`src/rtl/pwm_channel_serializer.sv`:
```
// PWM/brightness word serialiser for a constant-current LED driver chip.
// Generates shift clock, data and latch under a start/busy/done handshake.
module pwm_channel_serializer #(
    parameter int CHANNELS    = 16,
    parameter int PWM_BITS    = 8,
    parameter int BRIGHT_BITS = 8,
    parameter int CLK_DIV     = 1
) (
    input  logic                         clk,
    input  logic                         reset_n,
    input  logic                         start,
    input  logic                         mode,
    input  logic [PWM_BITS-1:0]          pwm_time,
    input  logic [CHANNELS*PWM_BITS-1:0] component_values,
    input  logic                         brightness_wr,
    input  logic [BRIGHT_BITS-1:0]       brightness_in,
    output logic                         busy,
    output logic                         done,
    output logic                         serial_data_out,
    output logic                         serial_clk_out,
    output logic                         latch_out
);

    localparam int DW = $clog2(CLK_DIV) + 1;
    localparam int IW = $clog2(CHANNELS);
    localparam logic [DW-1:0] DIV_MAX = DW'(CLK_DIV - 1);
    localparam logic [IW-1:0] IDX_TOP = IW'(CHANNELS - 1);

    if (CHANNELS < 2) begin : g_chk_ch
        $error("CHANNELS must be >= 2");
    end
    if (BRIGHT_BITS > CHANNELS) begin : g_chk_br
        $error("BRIGHT_BITS must be <= CHANNELS");
    end
    if (CLK_DIV < 1) begin : g_chk_div
        $error("CLK_DIV must be >= 1");
    end

    typedef enum logic [1:0] {IDLE, SHIFT, LATCH, DONE} state_t;

    state_t                 state, state_nxt;
    logic [CHANNELS-1:0]    shreg, cmp, word_nxt;
    logic [DW-1:0]          div_cnt;
    logic [IW-1:0]          bit_idx;
    logic                   phase;
    logic [BRIGHT_BITS-1:0] bright_reg;
    logic                   div_end, last_bit;

    always_comb begin
        cmp = '0;
        for (int i = 0; i < CHANNELS; i++) begin
            cmp[i] = pwm_time < component_values[PWM_BITS*i +: PWM_BITS];
        end
        word_nxt = mode ? CHANNELS'(bright_reg) : cmp;
    end

    assign div_end  = div_cnt == DIV_MAX;
    assign last_bit = bit_idx == '0;

    always_comb begin
        state_nxt = state;
        unique case (state)
            IDLE:  if (start) state_nxt = SHIFT;
            SHIFT: if (div_end && phase && last_bit) state_nxt = LATCH;
            LATCH: if (div_end) state_nxt = DONE;
            DONE:  state_nxt = IDLE;
            default: state_nxt = IDLE;
        endcase
    end

    always_ff @(posedge clk or negedge reset_n) begin
        if (!reset_n) state <= IDLE;
        else          state <= state_nxt;
    end

    // phase: 0 = low half of the serial clock, 1 = high half
    always_ff @(posedge clk or negedge reset_n) begin
        if (!reset_n) begin
            shreg   <= '0;
            bit_idx <= '0;
            div_cnt <= '0;
            phase   <= 1'b0;
        end else begin
            unique case (state)
                IDLE: if (start) begin
                    shreg   <= word_nxt;
                    bit_idx <= IDX_TOP;
                    div_cnt <= '0;
                    phase   <= 1'b0;
                end
                SHIFT: if (div_end) begin
                    div_cnt <= '0;
                    phase   <= ~phase;
                    if (phase && !last_bit) begin
                        bit_idx <= bit_idx - 1'b1;
                        shreg   <= shreg << 1;
                    end
                end else begin
                    div_cnt <= div_cnt + 1'b1;
                end
                LATCH: div_cnt <= div_end ? '0 : div_cnt + 1'b1;
                default: begin
                    div_cnt <= '0;
                    phase   <= 1'b0;
                end
            endcase
        end
    end

    always_ff @(posedge clk or negedge reset_n) begin
        if (!reset_n)          bright_reg <= '1;
        else if (brightness_wr) bright_reg <= brightness_in;
    end

    assign busy            = state != IDLE;
    assign done            = state == DONE;
    assign serial_clk_out  = (state == SHIFT) && phase;
    assign serial_data_out = (state == SHIFT) && shreg[CHANNELS-1];
    assign latch_out       = state == LATCH;

endmodule

```
`config.mk`:
```
export PLATFORM = sky130hd
export DESIGN_NAME = pwm_channel_serializer
export DESIGN_NICKNAME = d
export VERILOG_FILES = /design/src/rtl/pwm_channel_serializer.sv
export SDC_FILE = /design/constraint.sdc
export NUM_CORES = 1
export LEC_CHECK = 0
export ABC_CLOCK_PERIOD_IN_PS = 2550
export BUFFER_PORTS_ARGS = -buffer_cell sky130_fd_sc_hd__clkbuf_2
export CAP_MARGIN = 20
export CORE_ASPECT_RATIO = 2
export CORE_MARGIN = 2
export CORE_UTILIZATION = 46
export CTS_CLUSTER_SIZE = 28
export DETAILED_ROUTE_END_ITERATION = 16
export PLACE_DENSITY = 0.75
export SYNTH_ARGS = -nofsm -noshare
export SYNTH_HDL_FRONTEND = slang
export SYNTH_SLANG_ARGS = --single-unit
```
`constraint.sdc`:
```
create_clock -name clk -period 2.55 [get_ports clk]
set_input_delay 0.51 -clock clk [delete_from_list [all_inputs] [get_ports clk]]
set_output_delay 0.51 -clock clk [all_outputs]
set_load 0.005 [all_outputs]
```
==> results.cfg, run 1 <==
[status]
status = finished clean

[yosys]
yosys_warnings = 0
ys_seq_elements = 31
synth-edff-count = 0
synth.top_cell.area_share_pct = 33.60
avgSynthCellArea_um2 = 8.402
ys_dominant_reg_cell = dfrtp_1
syn-num-nets = 790
seq_area_frac_synth_pct = 17.88
yosysTopAreaCell = ha_1
synth_cells = 523
yosys.cell_types.count = 45
syn_area_um2 = 4394
ys_top_cells_by_area = ha_1, dfrtp_1, inv_1, dfstp_2, o21ai_0
postSynth.asyncResetShare_pct = 100.0

[power]
p_leak_uw = 0.003233
vdd.ir_drop.worst_uv = 631.5
power.density_nw_per_um2 = 531.9
total_power_uw = 2880

[grt]
grt.total_usage_pct = 26.20
antenna_found_initial = 0
gr-total-overflow = 0
grt_max_degree = 32
grt_pass1_vias = 4549
grt_pass1_wl_mm = 21.16

[placement]
dpl_cell_area_um2 = 5258
hpwlAfterDp_mm = 10.64
port_buffers = 153
globalplace.congestion = 0.9228

[cts]
clock_sinks = 31
post-cts-setup-buffer-count = 0
cts_resized = 0
cts.path.max_buffers = 2
cts-htree-levels = 2
cts_tree = yes
cts_hold_buf = 0
insertion_delay_ns = 0.28
path_clk_slew_ns = 0.05
cts-root-buf = clkbuf_16
cts_buffers = 5

[final_layout]
multi_input_area_um2 = 3028
drive_above_1_share_pct = 28.72
final_area_um2 = 5414
area_growth_pct = 23.21
antenna_cells = 0
regArea_um2 = 785.8
nNetsFinal = 945
fillers = 876
largest_register_ffs = 16
fin_util_pct = 58.08

[detailed_routing]
drt_iter0_markers = 244
num_vias = 4384
ant_nets = 0
wl_per_cell_um = 16.77
via_per_inst = 5.599
routed_wl_mm = 13.13
dr.pass1.iters = 6
drc = 0

[floorplan]
rows = 50
die_area_um2 = 10400
die_y_um = 142.2
initial_utilization_pct = 47.14
fp.dieW_um = 73.11
io_pins = 154
core_um2 = 9321

[setup_path]
setup.worst_path.class = reg2out
crit_required_ns = 2.04
crit_fanout = 12
setup.worst_path.start_class = flip-flop
cp-end-kind = primary output
crit_arrival_ns = 1.60

[flow_run]
maxCapViolations = 0

[timing]
tightest_slew_ns = 0.9452
min_period_ns = 2.112
period_share_pct = 82.83
report.final.slew_viol_count = 0
rsz0062_at_grt = false
max-slew-margin-rel_pct = 36.57
fmax_ghz = 0.4734
finalSetupViolCount = 0
whs_ns = 0.3203
finalHoldViolations = 0
setup_tns_ns = 0
finClkSkew_ns = 0.008213

[hold_path]
hp-class = in2async
-- report_power, final --
part           switching (uW)  internal (uW)
combinational             786            621
sequential                144            693
clock                     220            415
-- final cells by class --
cell class	count	share of cell area, %
inverters	132	9.152
flip-flops and latches	31	14.51
well taps	104	2.404
multi-input cells	348	55.93
clock buffers	8	2.889
repair buffers	160	15.11
-- cell usage after synthesis (2+ instances only) --
cell / number
o211ai_1: 3
o21ai_1: 3
a21oi_1: 18
inv_1: 131
nand3_1: 9
clkbuf_1: 4
a211o_1: 6
o21a_1: 10
ha_1: 118
nor2b_1: 8
a2111oi_0: 7
a21o_1: 7
mux2_2: 8
a211oi_1: 18
dfrtp_1: 23
and3_1: 8
nor3_2: 2
o21ai_0: 32
buf_6: 4
dfstp_2: 8
and2_1: 2
a221o_1: 8
nor4_1: 7
nor2_1: 12
a41oi_1: 6
buf_4: 2
nand2_1: 13
a222oi_1: 7
buf_2: 2
nand2b_1: 16
o21ai_2: 7
-- per-stage QoR --
| step | setup WS, ns | instances |
|---|---|---|
| after global placement | 0.3194 | 775 |
| after detailed placement | 0.2296 | 775 |
| after global routing | 0.2661 | 783 |
| final | 0.4378 | 783 |
| after CTS | 0.4446 | 783 |
| after floorplan | 0.7744 | 523 |
-- worst max-delay path, stage by stage, from the launching register on --
cell	delay (ns)
dfrtp_1	0.40
inv_1	0.13
ha_1	0.30
buf_4	0.22
and2_1	0.16
clkbuf_2	0.12
-- cells by family after synthesis --
logic type	count (synthesis)	share of synthesized area (%)
AND/OR/NAND/NOR	83	10.71
adder cells (fa/ha/maj)	118	33.60
multiplexers	8	2.050
AO/OA/AOI/OAI	139	22.55
buffers and inverters	144	13.21
flip-flops	31	17.88
-- final timing paths --
path                                   from         endpoint  slack (ns)  cells past startpoint
max in group asynchronous           reset_n         state[0]        1.70                      1
setup reg to reg                   state[1]         shreg[3]        0.45                      8
hold / removal                      reset_n       bit_idx[0]        0.32                      1
min in group clk           brightness_in[5]    bright_reg[5]        0.47                      2
hold reg to reg                   shreg[10]        shreg[10]        0.49                      1
setup / recovery                   state[1]  serial_data_out        0.44                      5
-- layout by cell type (no fill, tap or decap), types with 9 or more instances in the layout --
master,instances
inv_1,131
nand2b_1,16
nor2_1,12
o21ai_0,32
o21a_1,10
a21oi_1,18
dfrtp_1,23
a211oi_1,18
clkbuf_2,153
nand3_1,9
nand2_1,13
ha_1,118
-- routing by layer --
| layer | vias to the layer above | wire (um) | share of wire, % | GRT usage (%) |
|---|---|---|---|---|
| met1 | 2064 | 5133 | 39 | 30.36 |
| met5 | - | 0 | 0 | 0 |
| met2 | 135 | 6946 | 53 | 46.47 |
| met4 | 0 | 427 | 3.3 | 11.70 |
| li1 | 2154 | - | - | - |
| met3 | 31 | 627 | 4.8 | 3.258 |
No activity file was read; power rests on OpenSTA's default activity.
==> run 2, diff against run 1 <==
--- a/config.mk
+++ b/config.mk
@@ -5,7 +5,8 @@
 export SDC_FILE = /design/constraint.sdc
 export NUM_CORES = 1
 export LEC_CHECK = 0
-export ABC_CLOCK_PERIOD_IN_PS = 2550
+export ABC_AREA = 1
+export ABC_CLOCK_PERIOD_IN_PS = 2200
 export BUFFER_PORTS_ARGS = -buffer_cell sky130_fd_sc_hd__clkbuf_2
 export CAP_MARGIN = 20
 export CORE_ASPECT_RATIO = 2
@@ -13,7 +14,7 @@
 export CORE_UTILIZATION = 46
 export CTS_CLUSTER_SIZE = 28
 export DETAILED_ROUTE_END_ITERATION = 16
-export PLACE_DENSITY = 0.75
+export PLACE_DENSITY = 0.74
 export SYNTH_ARGS = -nofsm -noshare
 export SYNTH_HDL_FRONTEND = slang
 export SYNTH_SLANG_ARGS = --single-unit
==> constraint.sdc (replaced) <==
create_clock -name clk -period 2.2 [get_ports clk]
set_input_delay 0.44 -clock clk [delete_from_list [all_inputs] [get_ports clk]]
set_output_delay 0.44 -clock clk [all_outputs]
set_load 0.005 [all_outputs]
==> run 2 against run 1 <==
Synthesized cell count increased by 28%. Sequential share of layout area decreased by 0.42 points. Register-to-register slack got worse by 0.06 ns. Non-clock buffer count decreased by 1. Clock-buffer cell count decreased by 1. Sequential power increased by 12%. Combinational power increased by 26%. Wire length decreased by 14%. Design area increased by 3.0%. Area after synthesis increased by 3.2%.
==> results.cfg, run 2 <==
[detailed_routing]
wl_met1_mm = 4.350
num_vias = 4546
drt_iter0_markers = 98
drc = 0
routed_wl_mm = 11.29
dr_wl_met2_mm = 6.186
maxUsedRoutingLayer = met4
wl_per_cell_um = 11.79
via_per_inst = 4.750
route.met3.wl_um = 504
ant_nets = 0
dr.pass1.iters = 6

[yosys]
synth_mux_area_share_pct = 1.986
syn-num-nets = 936
synth-simple-area-share_pct = 22.01
synth_top_family_by_area = adder cells
syn_area_um2 = 4537
ys_seq_elements = 31
avgSynthCellArea_um2 = 6.782
synth-xor-area-share_pct = 0
yosysMostFrequentCell = nand2_1
yosys.area_share.adder_pct = 32.54
yosys_warnings = 0
yosysTopAreaCell = ha_1
ys_dominant_reg_cell = dfrtp_1
yosys.cell_types.count = 28
synth.top_cell.area_share_pct = 32.54
synth-compound-area-share_pct = 11.72
seq_area_frac_synth_pct = 17.32
postSynth.asyncResetShare_pct = 100.0
synth-edff-count = 0
synthTopCellsByCount = nand2_1, inv_1, ha_1
synth_cells = 669
ys_top_cells_by_area = ha_1, nand2_1, dfrtp_1, inv_1, a21oi_1

[setup_path]
cp-end-kind = primary output
crit_top_cell = inv_1
crit_required_ns = 1.76
setup.worst_path.start_class = flip-flop
cp.buffers_inverters = 4
crit_arrival_ns = 1.50
cp_cell_sequence = inv_1 > ha_1 > buf_4 > nand2_1 > inv_1 > clkbuf_2
crit_fanout = 8
slowest_delay_ns = 0.39
cp_top_family = buffers and inverters
setup.worst_path.class = reg2out
cp_slowest_cell = dfrtp_1

[final_layout]
area_growth_pct = 22.86
multi_input_area_um2 = 3097
largest_register_ffs = 16
fillers = 1000
final_area_um2 = 5574
drive_above_1_share_pct = 22.91
regArea_um2 = 785.8
antenna_cells = 0
final_common_cell = nand2_1
nNetsFinal = 1091
final_cell_mix = nand2_1, clkbuf_2, inv_1, ha_1, a21oi_1

[timing]
report.final.slew_viol_count = 0
tightest_slew_ns = 0.8018
finalSetupViolCount = 0
finalHoldViolations = 0
rsz0062_at_grt = false
min_period_ns = 1.943
finClkSkew_ns = 0.006816
fmax_ghz = 0.5148
layout_setup_ws_ns = 0.2573
setup_tns_ns = 0
max-slew-margin-rel_pct = 46.55
period_share_pct = 88.30

[power]
p_clk_share_pct = 19.7
p_leak_uw = 0.003580
vdd.ir_drop.worst_uv = 791.8
total_power_uw = 3381
power.density_nw_per_um2 = 606.5
seqPwrFrac_pct = 27.7
p_comb_share_pct = 52.7
p_sw_share_pct = 42.02
netSwitchingPower_uw = 1421
intPower_uw = 1960

[placement]
port_buffers = 153
pre_cts_ws_ns = 0.2728
dpl_cell_area_um2 = 5436
globalplace.congestion = 0.8599
hpwlAfterDp_mm = 9.581

[cts]
cts_tree = yes
post-cts-setup-buffer-count = 0
cts_buffers = 5
cts_hold_buf = 0
cts-htree-levels = 2
cts-root-buf = clkbuf_16
path_clk_slew_ns = 0.05
clock_sinks = 31
cts.path.max_buffers = 2
cts_resized = 0
insertion_delay_ns = 0.28

[status]
status = finished clean

[grt]
grt.total_usage_pct = 21.40
antenna_found_initial = 0
grt_max_degree = 32
grt_pass1_wl_mm = 17.97
grt_pass1_vias = 4301
gr-total-overflow = 0

[floorplan]
core_um2 = 9699
io_pins = 154
initial_utilization_pct = 46.78
die_y_um = 144.4
fp.dieW_um = 74.23
rows = 51
die_area_um2 = 10720

[hold_path]
hp-class = in2async

[flow_run]
maxCapViolations = 0
[run 2: layer usage]
metal	up-vias	global-route usage (%)
met3	18	2.927
met4	0	7.801
met5	-	0
met1	2004	22.53
li1	2420	-
met2	104	41.31
[run 2: kinds of logic (layout without fill, tap and decap cells)]
group                    Yosys count  count (layout)
AND/OR/NAND/NOR                  249             249
buffers and inverters            165             321
adder cells (fa/ha/maj)          118             118
AO/OA/AOI/OAI                     98              98
flip-flops                        31              31
multiplexers                       8               8
[run 2: worst paths after layout]
check,to,cells after the start,slack (ns),start
setup / recovery,serial_data_out,6,0.26,state[1]
hold / removal,shreg[1],1,0.25,reset_n
setup reg to reg,shreg[0],10,0.39,state[0]
hold reg to reg,shreg[2],2,0.48,shreg[2]
max in group asynchronous,shreg[5],1,1.45,reset_n
min in group clk,bright_reg[0],2,0.39,brightness_in[0]
[run 2: area by class of cell]
type / instances / share of cell area [%]
Sequential cell: 31 / 14.10
Tap cell: 132 / 2.963
Timing Repair Buffer: 159 / 14.55
Inverter: 154 / 10.37
Clock inverter: 1 / 0.08979
Clock buffer: 7 / 2.379
Multi-Input combinational cell: 473 / 55.56
[run 2: metrics by stage]
stage	util (%)	std cells	hold slack, ns
final	57.47	957	0.2465
after global routing	57.47	957	0.3301
after CTS	57.47	957	0.2746
after detailed placement	56.05	949	0.4674
after global placement	56.05	949	0.4659
after floorplan	-	669	0.1444
[run 2: power groups by stage]
stage,registers (uW),logic (uW),clock network (uW)
2_1_floorplan,899,1310,0
3_3_place_gp,938,1760,0
3_5_place_dp,941,1800,0
4_1_cts,935,1810,679
5_1_grt,955,2090,706
6_report,935,1780,665
==> run 3, diff against run 2 <==
--- a/config.mk
+++ b/config.mk
@@ -12,6 +12,7 @@
 export CORE_ASPECT_RATIO = 2
 export CORE_MARGIN = 2
 export CORE_UTILIZATION = 46
+export CTS_BUF_LIST = sky130_fd_sc_hd__clkbuf_8
 export CTS_CLUSTER_SIZE = 28
 export DETAILED_ROUTE_END_ITERATION = 16
 export PLACE_DENSITY = 0.74
==> run 3 against run 2 <==
Register-to-register slack barely moved. Global-route usage fell by 0.056 points. Fmax fell by 1.2%. Sequential power fell by 0.5%. Combinational power barely moved. Largest power group unchanged.
==> results.cfg, run 3 (synthesis results as in run 2) <==
[cts]
cts_tree = yes
insertion_delay_ns = 0.29
clock_sinks = 31
cts_buffers = 5
cts.path.max_buffers = 2
path_clk_slew_ns = 0.07
post-cts-setup-buffer-count = 0
cts_hold_buf = 0
cts-root-buf = clkbuf_8
cts-htree-levels = 2
cts_resized = 0

[final_layout]
final_common_cell = nand2_1
antenna_cells = 0
drive_above_1_share_pct = 22.91
nNetsFinal = 1091
area_growth_pct = 21.62
largest_register_ffs = 16
final_cell_mix = nand2_1, inv_1, clkbuf_2, ha_1, a21oi_1

[floorplan]
initial_utilization_pct = 46.78
die_area_um2 = 10720
die_y_um = 144.4
rows = 51
io_pins = 154
fp.dieW_um = 74.23
core_um2 = 9699

[setup_path]
cp.buffers_inverters = 4
crit_top_cell = inv_1
r2r_slack_ns = 0.38
crit_required_ns = 1.76
cp_cell_sequence = inv_1 > ha_1 > buf_4 > nand2_1 > inv_1 > clkbuf_2
cp_top_family = buffers and inverters
reg2reg_to = shreg[0]
cp-end-kind = primary output
crit_end = serial_data_out
setup.worst_path.class = reg2out
setup.worst_path.start_class = flip-flop
slowest_delay_ns = 0.40
crit_fanout = 8
crit_start = state[1]
cp.depth = 6
cp_slowest_cell = dfrtp_1
reg2reg_depth = 10
crit_arrival_ns = 1.53
r2r_start = state[0]

[timing]
finClkSkew_ns = 0.008705
whs_ns = 0.2384
finalSetupViolCount = 0
rsz0062_at_grt = false
report.final.slew_viol_count = 0
max-slew-margin-rel_pct = 46.36
fmax_ghz = 0.5085
layout_setup_ws_ns = 0.2335
min_period_ns = 1.967
period_share_pct = 89.39
setup_tns_ns = 0
tightest_slew_ns = 0.8046
finalHoldViolations = 0

[detailed_routing]
routed_wl_mm = 11.24
route.met3.wl_um = 472
dr.pass1.iters = 6
drc = 0
ant_nets = 0
via_per_inst = 4.745
wl_per_cell_um = 11.75
drt_iter0_markers = 87
maxUsedRoutingLayer = met4
num_vias = 4541
dr_wl_met2_mm = 6.162
wl_met1_mm = 4.377

[power]
vdd.ir_drop.worst_uv = 764.3
p_leak_uw = 0.003562
power.density_nw_per_um2 = 569.6

[grt]
grt_max_degree = 32
gr-total-overflow = 0
antenna_found_initial = 0
grt.total_usage_pct = 21.34
grt_pass1_vias = 4298
grt_pass1_wl_mm = 17.93

[placement]
pre_cts_ws_ns = 0.2728
port_buffers = 153
hpwlAfterDp_mm = 9.581
globalplace.congestion = 0.8599

[status]
status = finished clean

[hold_path]
hp-class = in2async

[flow_run]
maxCapViolations = 0
-- run 3: worst min-delay path by stage --
stage / to / cells after the start
2_1_floorplan: bit_idx[0] / 0
3_3_place_gp: shreg[4] / 2
3_5_place_dp: shreg[1] / 2
4_1_cts: phase / 1
5_1_grt: phase / 1
6_report: phase / 1
-- run 3: power by group --
group | total (uW) | switching (uW) | internal, uW
logic | 1780 | 1050 | 735
clock network | 430 | 217 | 212
registers | 930 | 123 | 807
total | 3140 | 1390 | 1750
-- run 3: cell type report --
type / count / area (um2)
fillers: 1008 / 4182
multi-input cells: 473 / 3097
repair buffers: 159 / 810.8
flip-flops and latches: 31 / 785.8
inverters: 154 / 578.1
well taps: 132 / 165.2
clock buffers: 5 / 68.82
clock inverters: 3 / 12.51
-- run 3: per-layer routing --
layer | vias up | global-route usage, %
met3 | 18 | 3.136
met2 | 102 | 41.21
li1 | 2417 | -
met1 | 2004 | 22.53
met5 | - | 0
met4 | 0 | 7.331
-- run 3: through the flow --
step	area, um2	util [%]	std cells	total power, uW
after floorplan	4537	-	669	2213
after global placement	5436	56.05	949	2702
after detailed placement	5436	56.05	949	2736
after CTS	5518	56.89	957	3192
after global routing	5518	56.89	957	3520
final	5518	56.89	957	3143
